===== config.mk =====
export PLATFORM = sky130hd
export DESIGN_NAME = complex_mult_pipe
export DESIGN_NICKNAME = d
export VERILOG_FILES = /design/src/rtl/complex_mult_pipe.sv
export SDC_FILE = /design/constraint.sdc
export NUM_CORES = 2
export LEC_CHECK = 0
export BUFFER_PORTS_ARGS = -buffer_cell sky130_fd_sc_hd__buf_2
export CAP_MARGIN = 25
export CELL_PAD_IN_SITES_DETAIL_PLACEMENT = 1
export CELL_PAD_IN_SITES_GLOBAL_PLACEMENT = 1
export CORE_ASPECT_RATIO = 0.6
export CORE_MARGIN = 1
export CORE_UTILIZATION = 50
export DETAILED_ROUTE_END_ITERATION = 16
export GPL_ROUTABILITY_DRIVEN = 0
export GPL_TIMING_DRIVEN = 1
export PLACE_DENSITY = 0.8
export SETUP_SLACK_MARGIN = 0.15
export SYNTH_ARGS = -nofsm -noshare
export SYNTH_HDL_FRONTEND = slang
export SYNTH_SLANG_ARGS = --single-unit

===== constraint.sdc =====
create_clock -name clk -period 23.8 [get_ports clk]
set_input_delay 1.19 -clock clk [delete_from_list [all_inputs] [get_ports clk]]
set_output_delay 1.19 -clock clk [all_outputs]
set_load 0.005 [all_outputs]

===== src/rtl/complex_mult_pipe.sv =====
// complex_mult_pipe: pipelined complex multiply with valid/ready, conj(B), round-half-up rescale, ovf.
// Build option: define COMPLEX_MULT_SAT_EN to clamp out-of-range results instead of wrapping.
module complex_mult_pipe #(
    parameter int DATA_W  = 16,
    parameter int OUT_W   = 16,
    parameter int SHIFT   = 15,
    parameter int LATENCY = 3
) (
    input  logic                  clk,
    input  logic                  rst,
    input  logic                  in_valid,
    output logic                  in_ready,
    input  logic [2*DATA_W-1:0]   a_in,
    input  logic [2*DATA_W-1:0]   b_in,
    input  logic                  conj_b,
    output logic                  out_valid,
    input  logic                  out_ready,
    output logic [2*OUT_W-1:0]    y_out,
    output logic                  ovf
);

    // full-precision width, one guard bit for the rounding add
    localparam int FW = 2*DATA_W + 2;
    localparam int RW = FW + 1;
    // result-register chain after the product stage
    localparam int CH = (LATENCY > 1) ? LATENCY - 1 : 1;
    localparam logic [RW-1:0] ONE = RW'(1);
    localparam logic signed [RW-1:0] RND = (ONE << SHIFT) >> 1;
    localparam logic [OUT_W-1:0] O_MAX = {1'b0, {(OUT_W-1){1'b1}}};
    localparam logic [OUT_W-1:0] O_MIN = {1'b1, {(OUT_W-1){1'b0}}};

    if (DATA_W < 2 || DATA_W > 32) begin : g_bad_dw
        $error("DATA_W out of range");
    end
    if (OUT_W < 2 || OUT_W > 2*DATA_W + 1) begin : g_bad_ow
        $error("OUT_W out of range");
    end
    if (SHIFT < 0 || SHIFT > 2*DATA_W) begin : g_bad_sh
        $error("SHIFT out of range");
    end
    if (LATENCY < 1 || LATENCY > 8) begin : g_bad_lat
        $error("LATENCY out of range");
    end

    logic en;
    logic signed [FW-1:0] a_re, a_im, b_re, b_im, bi;
    logic signed [FW-1:0] m_rr, m_ii, m_ri, m_ir;
    logic signed [FW-1:0] p_rr, p_ii, p_ri, p_ir;
    logic                 p_v;
    logic signed [RW-1:0] re_full, im_full, re_r, im_r;
    logic [RW-OUT_W:0]    re_top, im_top;
    logic                 re_o, im_o;
    logic [OUT_W-1:0]     y_re, y_im;
    logic [2*OUT_W-1:0]   s_y;
    logic                 s_ovf;
    logic [CH-1:0]        v_q;
    logic [2*OUT_W-1:0]   y_q [CH];
    logic                 o_q [CH];

    // global advance: every stage moves unless a result is waiting
    assign en       = !out_valid || out_ready;
    assign in_ready = en && !rst;

    // sign-extend operands; conj negation widened so -MIN cannot wrap
    always_comb begin
        a_re = {{(FW-DATA_W){a_in[2*DATA_W-1]}}, a_in[2*DATA_W-1:DATA_W]};
        a_im = {{(FW-DATA_W){a_in[DATA_W-1]}}, a_in[DATA_W-1:0]};
        b_re = {{(FW-DATA_W){b_in[2*DATA_W-1]}}, b_in[2*DATA_W-1:DATA_W]};
        b_im = {{(FW-DATA_W){b_in[DATA_W-1]}}, b_in[DATA_W-1:0]};
        bi   = conj_b ? -b_im : b_im;
        m_rr = a_re * b_re;
        m_ii = a_im * bi;
        m_ri = a_re * bi;
        m_ir = a_im * b_re;
    end

    if (LATENCY > 1) begin : g_prod
        // product stage valid bit
        always_ff @(posedge clk) begin
            if (rst) begin
                p_v <= 1'b0;
            end else if (en) begin
                p_v <= in_valid;
            end
        end

        // product registers load only with a real sample
        always_ff @(posedge clk) begin
            if (en && in_valid && in_ready) begin
                p_rr <= m_rr;
                p_ii <= m_ii;
                p_ri <= m_ri;
                p_ir <= m_ir;
            end
        end
    end else begin : g_noprod
        // single-stage build: products feed the output register directly
        always_comb begin
            p_v  = in_valid && in_ready;
            p_rr = m_rr;
            p_ii = m_ii;
            p_ri = m_ri;
            p_ir = m_ir;
        end
    end

    // sum, round half up, rescale, range check and narrow
    always_comb begin
        re_full = {p_rr[FW-1], p_rr} - {p_ii[FW-1], p_ii};
        im_full = {p_ri[FW-1], p_ri} + {p_ir[FW-1], p_ir};
        re_r    = (re_full + RND) >>> SHIFT;
        im_r    = (im_full + RND) >>> SHIFT;
        re_top  = re_r[RW-1:OUT_W-1];
        im_top  = im_r[RW-1:OUT_W-1];
        re_o    = !((&re_top) || !(|re_top));
        im_o    = !((&im_top) || !(|im_top));
        s_ovf   = re_o || im_o;
`ifdef COMPLEX_MULT_SAT_EN
        y_re = re_o ? (re_r[RW-1] ? O_MIN : O_MAX) : re_r[OUT_W-1:0];
        y_im = im_o ? (im_r[RW-1] ? O_MIN : O_MAX) : im_r[OUT_W-1:0];
`else
        y_re = re_r[OUT_W-1:0];
        y_im = im_r[OUT_W-1:0];
`endif
        s_y = {y_re, y_im};
    end

    // result chain; last entry is the output register
    always_ff @(posedge clk) begin
        if (rst) begin
            v_q <= '0;
            for (int i = 0; i < CH; i++) begin
                y_q[i] <= '0;
                o_q[i] <= 1'b0;
            end
        end else if (en) begin
            v_q[0] <= p_v;
            if (p_v) begin
                y_q[0] <= s_y;
                o_q[0] <= s_ovf;
            end
            for (int i = 1; i < CH; i++) begin
                v_q[i] <= v_q[i-1];
                if (v_q[i-1]) begin
                    y_q[i] <= y_q[i-1];
                    o_q[i] <= o_q[i-1];
                end
            end
        end
    end

    assign out_valid = v_q[CH-1];
    assign y_out     = y_q[CH-1];
    assign ovf       = o_q[CH-1];

    // both limits are only referenced by the clamping build
    logic unused_lim;
    assign unused_lim = ^{O_MAX, O_MIN};

endmodule


; ---- Word-level counts from Yosys, hierarchy flattened
; Memory sizes are Yosys's and may differ from the RTL's.
; Index checks and enable logic that the tools add are counted.
[op_classes]
add_sub_neg = 5
mul = 4
mux = 15
n_bitwise = 4
reduce_logical = 17
[op_table]
columns = op, n
row1 = "35-bit by 16-bit adder with 35-bit output, second input constant", 2
row2 = 16-bit by 34-bit multiplier with 34-bit output, 2
row3 = 16-bit by 16-bit multiplier with 32-bit output, 2
row4 = 32-bit two-way mux, 2
row5 = 34-bit by 32-bit adder with 35-bit output, 1
row6 = 32-bit by 34-bit subtractor with 35-bit output, 1
row7 = 34-bit two-way mux, 1
row8 = 16-bit negation with 34-bit output, 1
row9 = 1-bit two-way mux, 12
row10 = 5-bit AND reduction, 2
row11 = 5-bit OR reduction, 2
row12 = 1-bit zero test, 6
row13 = 1-bit logical OR, 4
row14 = 1-bit bitwise OR, 4
row15 = 1-bit logical AND, 3
[word_totals]
register_bits = 135
mem_bits_rw = 66
output_inout_bits = 35
wordCells = 53
n_memories = 2
[mem_list]
columns = name, words, width, read_ports, rd_ports_with_merged_regs, wr, line
row1 = y_q, 2, 32, 2, 0, 2, 57  ; logic [2*OUT_W-1:0] y_q [CH];
row2 = o_q, 2, 1, 2, 0, 2, 58  ; logic o_q [CH];

; ---- Logic depth before layout (Yosys ltp)
[logic_depth]
word_depth = 8
ltp_mapped = 33
mapped_depth_nobuf = 31

; ---- Worst setup path before layout
; OpenSTA, ideal clock, no wires.
[synth_path]
path_type = input -> register
startpoint = input port b_in[9]
endpoint = register p_ri[33], data pin
t_arrival_ns = 9.087
setup_slack_ns = 14.453
cell_stages = 30
path_buffers = 1
cell_sequence = or4_4 -> or4_1 -> nor4_1 -> nand2_1 -> ha_1 -> a21oi_1 -> clkbuf_1 -> nand2_1 -> fa_1 -> fa_1 -> fa_1 -> inv_1 -> fa_1 -> fa_1 -> inv_1 -> fa_1 -> inv_1 -> ha_1 -> a21o_1 -> a21o_1 -> a21o_1 -> a21oi_1 -> a2bb2oi_2 -> a31oi_2 -> a21o_1 -> a21o_1 -> and2_4 -> or4b_4 -> a31oi_2 -> xnor2_1
[synth_via]
elab_chain_cells = 3
[synth_lines]
columns = item, line
row1 = "start, declared", 14  ; input logic [2*DATA_W-1:0] b_in,
row2 = 16-bit negation with 34-bit output, 70  ; bi = conj_b ? -b_im : b_im;
row3 = 34-bit two-way mux (*), 70
row4 = 16-bit by 34-bit multiplier with 34-bit output (*), 73  ; m_ri = a_re * bi;
row5 = via m_ri[33], 47  ; logic signed [FW-1:0] m_rr, m_ii, m_ri, m_ir;
row6 = "end signal, assigned", 92  ; p_ri <= m_ri;
row7 = "end, declared", 48  ; logic signed [FW-1:0] p_rr, p_ii, p_ri, p_ir;
; Mark *: on every way through the listed nets, which the timed path passes. The rest lies on a longest branch.
; A chain may end at the register's enable or synchronous reset.

; ---- Worst setup path in the final report
[layout_path]
startpoint = input port b_in[0]
endpoint = register p_ii[33], data pin
[layout_via]
elab_chain_cells = 3
[layout_lines]
columns = item, line
row1 = 16-bit negation with 34-bit output, 70
row2 = 34-bit two-way mux (*), 70
row3 = 16-bit by 34-bit multiplier with 34-bit output (*), 72  ; m_ii = a_im * bi;
row4 = via m_ii[33], 47
row5 = "end signal, assigned", 91  ; p_ii <= m_ii;
row6 = "end, declared", 48
; Marks and branches as above.

==> impl_metrics.tcl <==
set metrics [dict create \
    min_period_ns 10.26 \
    wire_per_inst_um 23.7 \
    cp-start-kind "input port" \
    vias_per_cell 5.48 \
    cts.sinks 201 \
    synth_area_mm2 0.0554 \
    synth_flop_cell "edfxtp_1" \
    fill_cells 12600 \
    dieArea_mm2 0.112 \
    outcome "completed" \
    synth_warnings 0 \
    post-route-period-util_pct 43.1 \
    dp_slack_ns 13.07 \
    final_antenna_net_count 0 \
    area_growth_pct 4.54 \
    clk_pin_slew_ns 0.08 \
    grt_max_degree 79 \
    synth_cell_type_count 79 \
    dp_hpwl_um 132000 \
    first_global_vias 46600 \
    cp_slowest_cell "a2111oi_1" \
    core_region_area_mm2 0.110 \
    crit_path_max_fanout 33 \
    skew_ns 0.0231 \
    cts_root_buffer "clkbuf_16" \
    grt_antenna_before_repair 13 \
    setup_ws_ns 13.54 \
    crit_type "input port to register" \
    final_common_cell "inv_1" \
    wl_um 174000 \
    cp.arrival_ns 10.60 \
    postCtsHoldBufs 0 \
    cap_violations 0 \
    cts_made_buffers 24 \
    cts_tree "done" \
    grt_pass1_wl_um 277000 \
    worstHoldPathType "register to register" \
    max_slew_margin_pct 25.4 \
    post-cts-setup-buffers 0 \
    place_area_mm2 0.0571 \
    crit_path_start "b_in[0]" \
    syn_nets 7709 \
    die-height_um 260 \
    synthCells 5963 \
    tightest_slew_ns 1.12 \
    rsz0062_at_grt "no" \
    seq_area_frac_synth_pct 10.8 \
    synthArstFlopShare_pct 0 \
    avgSynthCellArea_um2 9.29 \
    drc 0 \
    final-setup-viol-count 0 \
    rr_startpoint "p_ri[2]$_DFFE_PP_" \
    row_count 94 \
    critPathMaxStageDelay_ns 0.87 \
    endpoint_kind "register" \
    final_cell_area_mm2 0.0579 \
    drive_gt1_share_pct 4.43 \
    clk_latency_ns 0.59 \
    groute.usage.overall_pct 32.5 \
    io_buffers 103 \
    fmax_ghz 0.0975 \
    start_util_pct 50.5 \
    vias 40400 \
    setup_tns_ns 0 \
    synth_edf_count 198 \
    fin_nets 7600 \
    slew_violations 0 \
    drt_iter0_markers 3098 \
    final_cell_mix "inv_1 (1521), fa_1 (1188), nand2_1 (792)" \
    die_w_um 432 \
    cts_resized 0 \
    hold_violations 0 \
    pin_count 104 \
    dr.pass1.iters 6 \
    worstPathRequired_ns 24.15 \
    grt_overflow_total 0 \
    cts-htree-levels 1 \
    hp-start "p_v$_SDFFE_PP0N_" \
    hold_ws_ns 0.507 \
    max-clock-path-buffers 3 \
    synth-seq-cells 201 \
]
## cells in the mapped netlist (all sizes together) (5+ instances only)
master,instances,share of area [%]
a211oi,9,0.12
a21boi,5,0.068
a21o,59,0.80
a21oi,118,1.1
a31oi,16,0.20
and2,530,6.0
and3,14,0.16
buf,47,0.55
clkbuf,257,1.7
edfxtp,198,11
fa,1188,43
ha,489,11
inv,1521,10
nand2,794,5.4
nand2b,52,0.59
nand3,32,0.31
nand4,10,0.11
nor2,152,1.0
nor2b,18,0.20
nor3,27,0.24
nor4,5,0.068
o2111ai,9,0.15
o211ai,8,0.11
o21a,21,0.28
o21ai,52,0.47
o21bai,25,0.35
o31ai,8,0.11
o41ai,5,0.12
or2,10,0.11
or3,6,0.068
or4,6,0.095
xnor2,168,2.7
xor2,56,0.89
## registers in the layout, summed over array words and instances (netlist names)
register	cells
y_q	64
p_ii	34
p_ri	34
p_ir	32
p_rr	32
o_q	2
v_q	2
p_v	1
## cell type report
| cell class | count | area, µm² | area share [%] |
|---|---|---|---|
| multi-input cells | 3937 | 42600 | 73.5 |
| flip-flops and latches | 201 | 6010 | 10.4 |
| inverters | 1521 | 5710 | 9.86 |
| well taps | 1488 | 1860 | 3.21 |
| repair buffers | 169 | 1030 | 1.78 |
| clock buffers | 26 | 608 | 1.05 |
| clock inverters | 18 | 145 | 0.251 |
| diodes | 5 | 12.5 | 0.0216 |
## logic make-up after synthesis
logic type / count (synthesis) / synth area share [%]
mux: 1 / 0.0181
simple gates: 1666 / 14.5
flops: 201 / 10.8
buf+inv: 1825 / 12.6
fa+ha+maj: 1677 / 54.0
xor+xnor: 224 / 3.57
compound gates: 369 / 4.46
## per-stage QoR
stage	util [%]	cells
2_1_floorplan	-	5963
3_3_place_gp	52.1	7314
3_5_place_dp	52.1	7315
4_1_cts	52.7	7359
5_1_grt	52.8	7363
6_report	52.8	7365
## worst max-delay path: cells and delay by family
family	cells	cell delay [ns]
adders and majority gates	9	3.76
AOI/OAI and AO/OA	7	2.40
and+or+nand+nor	6	1.86
buffers and inverters	9	1.29
xor gates and xnor gates	1	0.09
## metal layers
layer | global-route usage, % | share of wire (%) | vias to the layer above
met3 | 6.78 | 8.7 | 273
met4 | 9.88 | 3.6 | 6
met2 | 50.7 | 44 | 1572
met5 | 0 | 0.021 | -
met1 | 45.5 | 43 | 21300
li1 | - | - | 17300
## final timing paths
path	depth (start not counted)	endpoint	slack [ns]
hold / removal	2	p_v$_SDFFE_PP0N_	0.51
setup / recovery	32	p_ii[33]$_DFFE_PP_	13.54
hold reg to reg	2	p_v$_SDFFE_PP0N_	0.51
setup reg to reg	14	o_q[0][0]$_SDFFCE_PN0P_	18.91
Power is not shown: default switching activity piles up to over one toggle a cycle in this logic, so the estimate is an artifact.
